## src/rtl/decoder_scan_pkg.sv

```systemverilog
// Shared mode encodings and one-hot decode helper for the decoder_scan block.
package decoder_scan_pkg;

  typedef enum logic [1:0] {
    MODE_DIRECT  = 2'b00,
    MODE_HOLD    = 2'b01,
    MODE_SCAN_UP = 2'b10,
    MODE_SCAN_DN = 2'b11
  } mode_e;

  // Widest select supported; callers truncate the result to their own 2**SEL_W.
  localparam int unsigned SEL_W_MAX = 8;
  localparam int unsigned OH_W_MAX  = 2 ** SEL_W_MAX;

  function automatic logic [OH_W_MAX-1:0] onehot(input logic [SEL_W_MAX-1:0] sel);
    onehot      = '0;
    onehot[sel] = 1'b1;
  endfunction

endpackage

```

## src/rtl/scan_div.sv

```systemverilog
// Scan prescaler: counts enabled cycles 0..DIV_MAX-1 and flags the wrap cycle.
module scan_div #(
  parameter int unsigned DIV_MAX = 4
) (
  input  logic sys_clk,
  input  logic sys_rst,
  input  logic en,
  input  logic clr,
  output logic tick
);

  localparam int unsigned CW = $clog2(DIV_MAX + 1);

  logic [CW-1:0] cnt_q;
  logic          at_max;

  assign at_max = (cnt_q == CW'(DIV_MAX - 1));
  assign tick   = en && !clr && at_max;

  always_ff @(posedge sys_clk) begin
    if (sys_rst) begin
      cnt_q <= '0;
    end else if (en) begin
      if (clr || at_max) begin
        cnt_q <= '0;
      end else begin
        cnt_q <= cnt_q + CW'(1);
      end
    end
  end

endmodule

```

## src/rtl/decoder_scan.sv

```systemverilog
// Registered one-hot decoder with direct select, hold, and prescaled up/down scanning.
module decoder_scan
  import decoder_scan_pkg::*;
#(
  parameter int unsigned SEL_W   = 3,
  parameter int unsigned DIV_MAX = 4,
  parameter bit          ACT_LOW = 1'b0
) (
  input  logic                  sys_clk,
  input  logic                  sys_rst,
  input  logic                  en,
  input  logic [1:0]            mode,
  input  logic [SEL_W-1:0]      sel,
  output logic [2**SEL_W-1:0]   out,
  output logic [SEL_W-1:0]      idx,
  output logic                  valid,
  output logic                  step
);

  localparam int unsigned OUT_W = 2 ** SEL_W;

  mode_e              mode_s;
  logic               is_scan;
  logic               tick;
  logic [SEL_W-1:0]   idx_q;
  logic [SEL_W-1:0]   idx_up;
  logic [SEL_W-1:0]   idx_dn;
  logic [OUT_W-1:0]   oh_q;
  logic               valid_q;
  logic               step_q;

  assign mode_s  = mode_e'(mode);
  assign is_scan = (mode_s == MODE_SCAN_UP) || (mode_s == MODE_SCAN_DN);
  assign idx_up  = idx_q + SEL_W'(1);
  assign idx_dn  = idx_q - SEL_W'(1);

  // Any enabled non-scan cycle zeroes the prescaler, so scan entry restarts the count.
  scan_div #(
    .DIV_MAX (DIV_MAX)
  ) u_scan_div (
    .sys_clk (sys_clk),
    .sys_rst (sys_rst),
    .en      (en),
    .clr     (!is_scan),
    .tick    (tick)
  );

  always_ff @(posedge sys_clk) begin
    if (sys_rst) begin
      idx_q   <= '0;
      oh_q    <= '0;
      valid_q <= 1'b0;
      step_q  <= 1'b0;
    end else begin
      step_q <= 1'b0;
      if (en) begin
        case (mode_s)
          MODE_DIRECT: begin
            idx_q   <= sel;
            oh_q    <= OUT_W'(onehot(SEL_W_MAX'(sel)));
            valid_q <= 1'b1;
          end
          MODE_HOLD: ;
          MODE_SCAN_UP: begin
            if (tick) begin
              idx_q   <= idx_up;
              oh_q    <= OUT_W'(onehot(SEL_W_MAX'(idx_up)));
              valid_q <= 1'b1;
              step_q  <= 1'b1;
            end
          end
          MODE_SCAN_DN: begin
            if (tick) begin
              idx_q   <= idx_dn;
              oh_q    <= OUT_W'(onehot(SEL_W_MAX'(idx_dn)));
              valid_q <= 1'b1;
              step_q  <= 1'b1;
            end
          end
          default: ;
        endcase
      end
    end
  end

  if (ACT_LOW) begin : g_act_low
    assign out = ~oh_q;
  end else begin : g_act_high
    assign out = oh_q;
  end

  assign idx   = idx_q;
  assign valid = valid_q;
  assign step  = step_q;

endmodule

```

## config.mk

```make
export PLATFORM = sky130hd
export DESIGN_NAME = decoder_scan
export DESIGN_NICKNAME = d
export VERILOG_FILES = /design/src/rtl/decoder_scan_pkg.sv /design/src/rtl/scan_div.sv /design/src/rtl/decoder_scan.sv
export SDC_FILE = /design/constraint.sdc
export NUM_CORES = 1
export LEC_CHECK = 0
export CORE_MARGIN = 3
export CORE_UTILIZATION = 53
export DETAILED_ROUTE_END_ITERATION = 6
export PLACE_DENSITY = 0.84
export REMOVE_ABC_BUFFERS = 1
export SLEW_MARGIN = 10
export SYNTH_ARGS = -nofsm -noshare
export SYNTH_HDL_FRONTEND = slang
export SYNTH_SLANG_ARGS = --single-unit
```

## constraint.sdc

```tcl
create_clock -name sys_clk -period 3.68 [get_ports sys_clk]
set_input_delay 0.92 -clock sys_clk [delete_from_list [all_inputs] [get_ports sys_clk]]
set_output_delay 0.92 -clock sys_clk [all_outputs]
set_load 0.1 [all_outputs]
```

==> results.toml, run 1 <==
[yosys]
yosysWarnings = 0
synth.avg_cell_area_um2 = 8.18
ys_seq_area_share_pct = 32.9
synth.distinct_cells = 32
async_flop_share_pct = 0
synth_edf_count = 0
synth_area_um2 = 973
synth_cells = 119
synth.ff_latch_count = 16
synth_flop_cell = "dfxtp_1"

[cts]
clk_latency_ps = 290
cts_hold_buf = 0
ctsResizeCount = 0
cts.clk_slew.worst_paths_ps = 90
htreeDepth = 1
clockBufferDepth = 2
cts_root_buf = "clkbuf_4"
cts_inserted_buffers = 3
cts_setup_buffers = 0
cts.sinks = 16
cts_tree = "yes"

[floorplan]
placementRows = 14
die_w_um = 48.9
die_h_um = 48.9
boundaryPins = 21
core_area_um2 = 1610
die_area_um2 = 2390
start_util_pct = 60.4

[global_route]
antenna_found_initial = 0
grt_pass1_vias = 829
grt_pass1_wl_um = 3860
grt_max_degree = 18
grt_overflow = 0
grt_use_total_pct = 20.7

[place]
gp_congestion = 0.877
hpwl_um = 1750
portBuffers = 20
dp_slack_ps = 878

[worst_setup_path]
critPathBufInv = 1
timing.critical_path.cells = "clkdlybuf4s50_1"
cpLargestDelayFamily = "buffers and inverters"
critPathKind = "flip-flop to output pin"
worstPathRequired_ps = 2760
startpoint_type = "flip-flop"
crit_path_end_kind = "output pin"
path_max_fanout = 4
slowest_stage = "clkdlybuf4s50_1"
max_stage_delay_ps = 1150
worstPathArrival_ps = 1840

[worst_hold_path]
worstHoldPathType = "flip-flop to flip-flop"

[sta]
fmaxAchievable_mhz = 363
clock_skew_ps = 2.35
slew_violations = 0
slew_headroom_pct = 34.5
setup-violations-final = 0
finalCriticalPeriod_ps = 2760
tns_ps = 0
whs_ps = 488
setup_ws_ps = 923
rsz0062_at_grt = "no"
hold_viol = 0
tightest_slew_ps = 979
period_share_pct = 74.9

[run_status]
status = "complete, no violations"

[detailed_routing]
postRouteWirelength_um = 2380
first_pass_iters = 4
drc_errors = 0
viasPerCell = 5.97
num_vias = 955
wire_per_inst_um = 14.9
drt_iter0_drc = 32
ant_nets = 0

[pwr]
p_per_area_nw_per_um2 = 345
leakage_nw = 0.437
vdd_drop_max_v = 0.000256

[job]
max-cap-violations = 0

[cells_and_area]
nets = 149
area_growth_pct = 23.3
n_fill_cell = 132
drive_above_1_share_pct = 6.62
layout_common_cells = "clkdlybuf4s50_1, dfxtp_1, nor3_1"
antennaDiodeCount = 0
final_util_pct = 74.5
final_common_cell = "clkdlybuf4s50_1"
worst paths after layout:
kind / end / slack, ps / startpoint / depth (start not counted)
max reg2reg: out[7]$_SDFFE_PP0P_ / 1660 / idx[0]$_SDFFE_PP0P_ / 6
min reg2reg: u_scan_div.cnt_q[1]$_SDFFE_PP0P_ / 490 / u_scan_div.cnt_q[1]$_SDFFE_PP0P_ / 2
max: idx[1] / 920 / idx[1]$_SDFFE_PP0P_ / 1
min: u_scan_div.cnt_q[1]$_SDFFE_PP0P_ / 490 / u_scan_div.cnt_q[1]$_SDFFE_PP0P_ / 2
synth_stat cells (2+ instances only):
| cell | n | area (µm²) |
|---|---|---|
| a2bb2oi_1 | 2 | 17.5 |
| clkbuf_1 | 2 | 7.51 |
| nor2_1 | 10 | 37.5 |
| o21ai_0 | 2 | 10.0 |
| nand2b_1 | 9 | 56.3 |
| a21oi_1 | 4 | 20.0 |
| ha_1 | 4 | 50.1 |
| nor3_1 | 11 | 55.1 |
| nand2_1 | 6 | 22.5 |
| o211ai_1 | 4 | 30.0 |
| nand3b_1 | 3 | 22.5 |
| dfxtp_1 | 16 | 320 |
| a311o_1 | 2 | 20.0 |
| inv_1 | 6 | 22.5 |
| nor3b_1 | 2 | 15.0 |
| mux2i_1 | 4 | 40.0 |
| a221o_1 | 2 | 20.0 |
| nor4_1 | 5 | 31.3 |
| mux2_2 | 2 | 22.5 |
| buf_2 | 4 | 20.0 |
| xor2_1 | 2 | 17.5 |
| o22ai_1 | 2 | 12.5 |
| nand3_1 | 6 | 30.0 |
cell type report:
class | instances | area [µm²] | area share [%]
multi-input cells | 90 | 596 | 49.6
inverters | 6 | 22.5 | 1.88
clock buffers | 4 | 36.3 | 3.02
well taps | 24 | 30.0 | 2.50
flip-flops and latches | 16 | 320 | 26.7
repair buffers | 20 | 195 | 16.3
sequential cells by signal, summed over array words and instances (netlist names):
name and count:
step 1, valid 1, idx 3, u_scan_div.cnt_q 3, out 8
metrics by stage:
step / power, mW / instance area, µm² / std cells
6_report: 0.414 / 1200 / 160
5_1_grt: 0.434 / 1200 / 160
4_1_cts: 0.413 / 1200 / 160
3_5_place_dp: 0.299 / 1160 / 156
3_3_place_gp: 0.296 / 1160 / 156
2_1_floorplan: 0.264 / 938 / 112
power by group:
part	switching, mW	internal [mW]
clock	0.0574	0.0604
sequential	0.00556	0.179
combinational	0.0750	0.0371
cell families after synthesis:
group / after synthesis / share of synthesized area (%)
buffers and inverters: 13 / 5.91
adder cells (fa/ha/maj): 4 / 5.14
XOR/XNOR: 2 / 1.80
flip-flops: 16 / 32.9
multiplexers: 6 / 6.43
AND/OR/NAND/NOR: 57 / 32.0
AO/OA/AOI/OAI: 21 / 15.8
routing by layer:
layer	routed length (µm)	vias up	track usage, %
li1	-	467	-
met1	1030	426	25.9
met2	1110	54	32.1
met3	197	8	5.81
met4	44	0	10.9
met5	0	-	0
Power figures use the tool's default switching activity.
==> inputs of run 2 (changes only) <==
Settings changed: CORE_UTILIZATION 53 to 49, PLACE_DENSITY 0.84 to 0.79.
Clock period 3.68 ns to 2.58 ns, I/O delays scaled along.
==> run 2 against run 1 <==
- core utilization decreased by 8.0 points
- power up 34%
- sequential power up 43%
- global-route usage fell by 0.30 points
- worst hold slack got worse by 8.7 ps
- combinational power up 46%
- clock-buffer cell count fell by 1
==> results.toml, run 2 (synthesis gave the netlist of run 1 again) <==
[detailed_routing]
num_vias = 942
drt_iter0_drc = 31
first_pass_iters = 4
postRouteWirelength_um = 2300
drc_errors = 0
ant_nets = 0
viasPerCell = 5.71
wire_per_inst_um = 13.9

[floorplan]
placementRows = 15
core_area_um2 = 1800
die_h_um = 50.6
die_w_um = 50.6
die_area_um2 = 2560
boundaryPins = 21
start_util_pct = 54.0

[sta]
slew_headroom_pct = 73.2
finalCriticalPeriod_ps = 2070
setup-violations-final = 0
tns_ps = 0
clock_skew_ps = 3.26
fmaxAchievable_mhz = 482
setup_ws_ps = 505
tightest_slew_ps = 401
rsz0062_at_grt = "no"
slew_violations = 0
hold_viol = 0
period_share_pct = 80.4

[run_status]
status = "complete, no violations"

[place]
dp_slack_ps = 200
gp_congestion = 0.932
hpwl_um = 1770
numPlacedInstances = 162
portBuffers = 20

[worst_setup_path]
startpoint_type = "primary input"
critPathKind = "primary input to flip-flop"
cpLargestDelayFamily = "buffers and inverters"
path_max_fanout = 11
timing.critical_path.cells = "clkdlybuf4s50_1, or2b_4, o22ai_1, mux2_2, a221o_1"
slowest_stage = "clkdlybuf4s50_1"
max_stage_delay_ps = 700
critPathBufInv = 1
worstPathRequired_ps = 2760
worstPathArrival_ps = 2260
crit_path_end_kind = "flip-flop"
reg2reg_depth = 6
cp.depth = 5

[cts]
cts_inserted_buffers = 3
clockBufferDepth = 2
cts_root_buf = "clkbuf_4"
htreeDepth = 1
clk_latency_ps = 290
cts_setup_buffers = 0
cts_hold_buf = 0
ctsResizeCount = 0
cts.clk_slew.worst_paths_ps = 80
cts_tree = "yes"
cts.sinks = 16

[cells_and_area]
final_util_pct = 66.5
layout_common_cells = "buf_4, dfxtp_1, nor3_1"
multi_input_area_um2 = 596
largest_reg_flops = 8
final_common_cell = "buf_4"
stdcell_count = 165
drive_above_1_share_pct = 17.1
antennaDiodeCount = 0
seq_area_um2 = 320
n_fill_cell = 165
area_growth_pct = 23.0
nets = 154

[worst_hold_path]
holdPathStages = 2
worstHoldPathType = "flip-flop to flip-flop"

[global_route]
antenna_found_initial = 0
grt_pass1_vias = 878
grt_use_total_pct = 20.4
grt_overflow = 0
grt_pass1_wl_um = 4050
grt_max_degree = 12

[pwr]
vdd_drop_max_v = 0.000345
leakage_nw = 0.475
p_per_area_nw_per_um2 = 463
power_mw = 0.555

[job]
max-cap-violations = 0
## run 2: changes by cell type in the layout (fill, tap and decap cells not counted), sizes merged
cell           before  now
clkbuf              4    3
clkdlybuf4s50      18    7
buf                 2   18
## run 2: metrics by stage
stage	hold WS [ps]	cell area (µm²)
after detailed placement	468	1170
after global routing	511	1200
after CTS	482	1200
after global placement	457	1170
final	479	1200
after floorplan	443	938
## run 2: final cells by class
type,instances,area share [%]
Sequential cell,16,26.8
Timing Repair Buffer,25,17.1
Tap cell,25,2.61
Multi-Input combinational cell,90,49.7
Inverter,6,1.88
Clock buffer,3,1.88
## run 2: report_power, final
group	total (mW)	leakage [nW]	internal (mW)	switching [mW]
combinational	0.164	0.332	0.0561	0.108
clock	0.129	0.0138	0.0543	0.0744
sequential	0.263	0.130	0.255	0.00777
## run 2: final timing paths
check	start	to	slack, ps
worst max-delay path	mode[0]	out[7]$_SDFFE_PP0P_	510
worst min-delay path	u_scan_div.cnt_q[1]$_SDFFE_PP0P_	u_scan_div.cnt_q[1]$_SDFFE_PP0P_	480
worst max register to register	idx[0]$_SDFFE_PP0P_	out[7]$_SDFFE_PP0P_	560
worst min register to register	u_scan_div.cnt_q[1]$_SDFFE_PP0P_	u_scan_div.cnt_q[1]$_SDFFE_PP0P_	480
## run 2: tightest hold or removal path, cell delays in order, from the launching register on
cell	delay, ps
dfxtp_1	320
nand2b_1	60
a21oi_1	50
## run 2: layer usage
layer	vias to the layer above	part of all wire [%]	global-route usage (%)
met5	-	0	0
met1	428	48	29.3
li1	477	-	-
met3	6	6.6	2.37
met2	31	44	30.2
met4	0	1.7	9.42
==> inputs of run 3 (changes only) <==
Settings changed: CORE_UTILIZATION 49 to 44, PLACE_DENSITY 0.79 to 0.75.
Clock period 2.58 ns to 1.8 ns, I/O delays scaled along.
==> run 3 against run 2 <==
- critical path depth increased by 1
- clock skew fell by 1.4 ps
- global-route usage is 2.9 points higher
- non-clock buffer count is 17 higher
- clock power is 90% higher
- largest power group unchanged
- routed wire length rose by 24%
- flip-flop and latch count unchanged
- sequential power is 43% higher
- first-iteration DRC count is 3.2% higher
- largest cell class unchanged
- worst setup slack got worse by 440 ps
- via count rose by 14%
==> results.toml, run 3 (synthesis gave the netlist of run 1 again) <==
[worst_setup_path]
path_max_fanout = 5
startpoint_type = "flip-flop"
max_stage_delay_ps = 350
cpLargestDelayFamily = "compound AO/OA/AOI/OAI gates"
slowest_stage = "dfxtp_1"
timing.rr.start = "idx[0]$_SDFFE_PP0P_"
reg2reg_depth = 6
cp-startpoint = "idx[0]$_SDFFE_PP0P_"
critPathBufInv = 1
critPathKind = "flip-flop to flip-flop"
timing.critical_path.cells = "inv_1, ha_4, or2b_4, o22ai_1, mux2_2, a221o_1"
cp.depth = 6
crit_path_end_kind = "flip-flop"
worstPathArrival_ps = 1920
worstPathRequired_ps = 1990

[place]
dpl-instance-area_um2 = 1470
hpwl_um = 2200
portBuffers = 20
gp_congestion = 0.880

[sta]
period_share_pct = 96.1
rsz0062_at_grt = "no"
whs_ps = 496
slew_headroom_pct = 76.9
finalCriticalPeriod_ps = 1730
tightest_slew_ps = 343
slew_violations = 0
fmaxAchievable_mhz = 578
clock_skew_ps = 1.85
setup-violations-final = 0
hold_viol = 0

[cells_and_area]
drive_above_1_share_pct = 29.7
final_common_cell = "buf_4"
largest_reg_flops = 8
antennaDiodeCount = 0
nets = 171
final_cell_area_um2 = 1540
area_growth_pct = 57.7
layout_common_cells = "buf_4, dfxtp_1, buf_12"
final_util_pct = 75.9

[global_route]
grt_overflow = 0
grt_use_total_pct = 23.3
grt_pass1_vias = 1049
antenna_found_initial = 0
grt_max_degree = 10
grt_pass1_wl_um = 4780

[pwr]
p_per_area_nw_per_um2 = 601
power_mw = 0.923
leakage_nw = 0.613
vdd_drop_max_v = 0.000520

[detailed_routing]
drt_iter0_drc = 32
drc_errors = 0
postRouteWirelength_um = 2850
first_pass_iters = 4
num_vias = 1070
viasPerCell = 5.78
ant_nets = 0
wire_per_inst_um = 15.4

[cts]
cts.sinks = 16
cts_setup_buffers = 0
htreeDepth = 1
cts_hold_buf = 0
cts.clk_slew.worst_paths_ps = 100
cts_root_buf = "clkbuf_4"
cts_tree = "yes"
clk_latency_ps = 290
cts_inserted_buffers = 3
clockBufferDepth = 2

[worst_hold_path]
hp-start = "u_scan_div.cnt_q[1]$_SDFFE_PP0P_"
worstHoldPathType = "flip-flop to flip-flop"
holdPathStages = 2

[run_status]
status = "complete, no violations"

[floorplan]
placementRows = 16
die_area_um2 = 2810
die_w_um = 53.0
die_h_um = 53.0
boundaryPins = 21
core_area_um2 = 2020
start_util_pct = 48.1

[job]
max-cap-violations = 0
[run 3: cell count changes in the layout (fill, tap and decap cells not counted)]
| cell | change |
|---|---|
| buf_12 | +13 |
| buf_4 | +4 |
| clkbuf_8 | +1 |
| clkdlybuf4s50_1 | -1 |
| dlymetal6s2s_1 | +1 |
| ha_1 | -2 |
| ha_2 | +1 |
| ha_4 | +1 |
| nand2b_1 | -1 |
| nand2b_2 | +1 |
| nor3_1 | -1 |
| nor3_2 | +1 |
| nor4_1 | -1 |
| nor4_2 | +1 |
[run 3: final timing paths]
kind / slack (ps) / end
setup / recovery: 70 / out[7]$_SDFFE_PP0P_
hold / removal: 500 / u_scan_div.cnt_q[1]$_SDFFE_PP0P_
setup reg to reg: 70 / out[7]$_SDFFE_PP0P_
hold reg to reg: 500 / u_scan_div.cnt_q[1]$_SDFFE_PP0P_
[run 3: area by class of cell]
class                      instances  area, µm²
sequential                        16        320
inverter                           6       22.5
fill                             146        487
clock buffer                       4       36.3
timing repair buffer              42        498
multi-input combinational         90        624
tap                               27       33.8
[run 3: worst reg2reg max path, cell delays in order, from the launching register on]
cell	delay, ps
dfxtp_1	350
inv_1	90
ha_4	260
or2b_4	210
o22ai_1	100
mux2_2	310
a221o_1	320
[run 3: repair_timing]
| item | CTS | global route |
|---|---|---|
| endpoints found under the setup margin | 2 | 4 |
| resized for setup | 1 | 5 |
| gates cloned | 0 | 0 |
| hold endpoints to repair | 0 | 0 |
[run 3: layer usage]
metal  vias up  track usage, %  share of wire (%)
met5         -               0                  0
met2        41            37.8                 50
li1        515               -                  -
met3         6            3.94                5.7
met1       508            29.1                 43
met4         0            12.8                1.4
[run 3: power by group]
part / internal, mW / switching, mW / leakage (nW)
clock: 0.123 / 0.122 / 0.0210
sequential: 0.365 / 0.0110 / 0.130
combinational: 0.130 / 0.172 / 0.462
[run 3: through the flow]
step | cells | setup WS [ps] | setup TNS [ps]
3_3_place_gp | 181 | -229 | -1750
4_1_cts | 185 | 5.88 | 0
6_report | 185 | 69.4 | 0
2_1_floorplan | 112 | -721 | -4890
3_5_place_dp | 181 | -300 | -2100
5_1_grt | 185 | 8.73 | 0
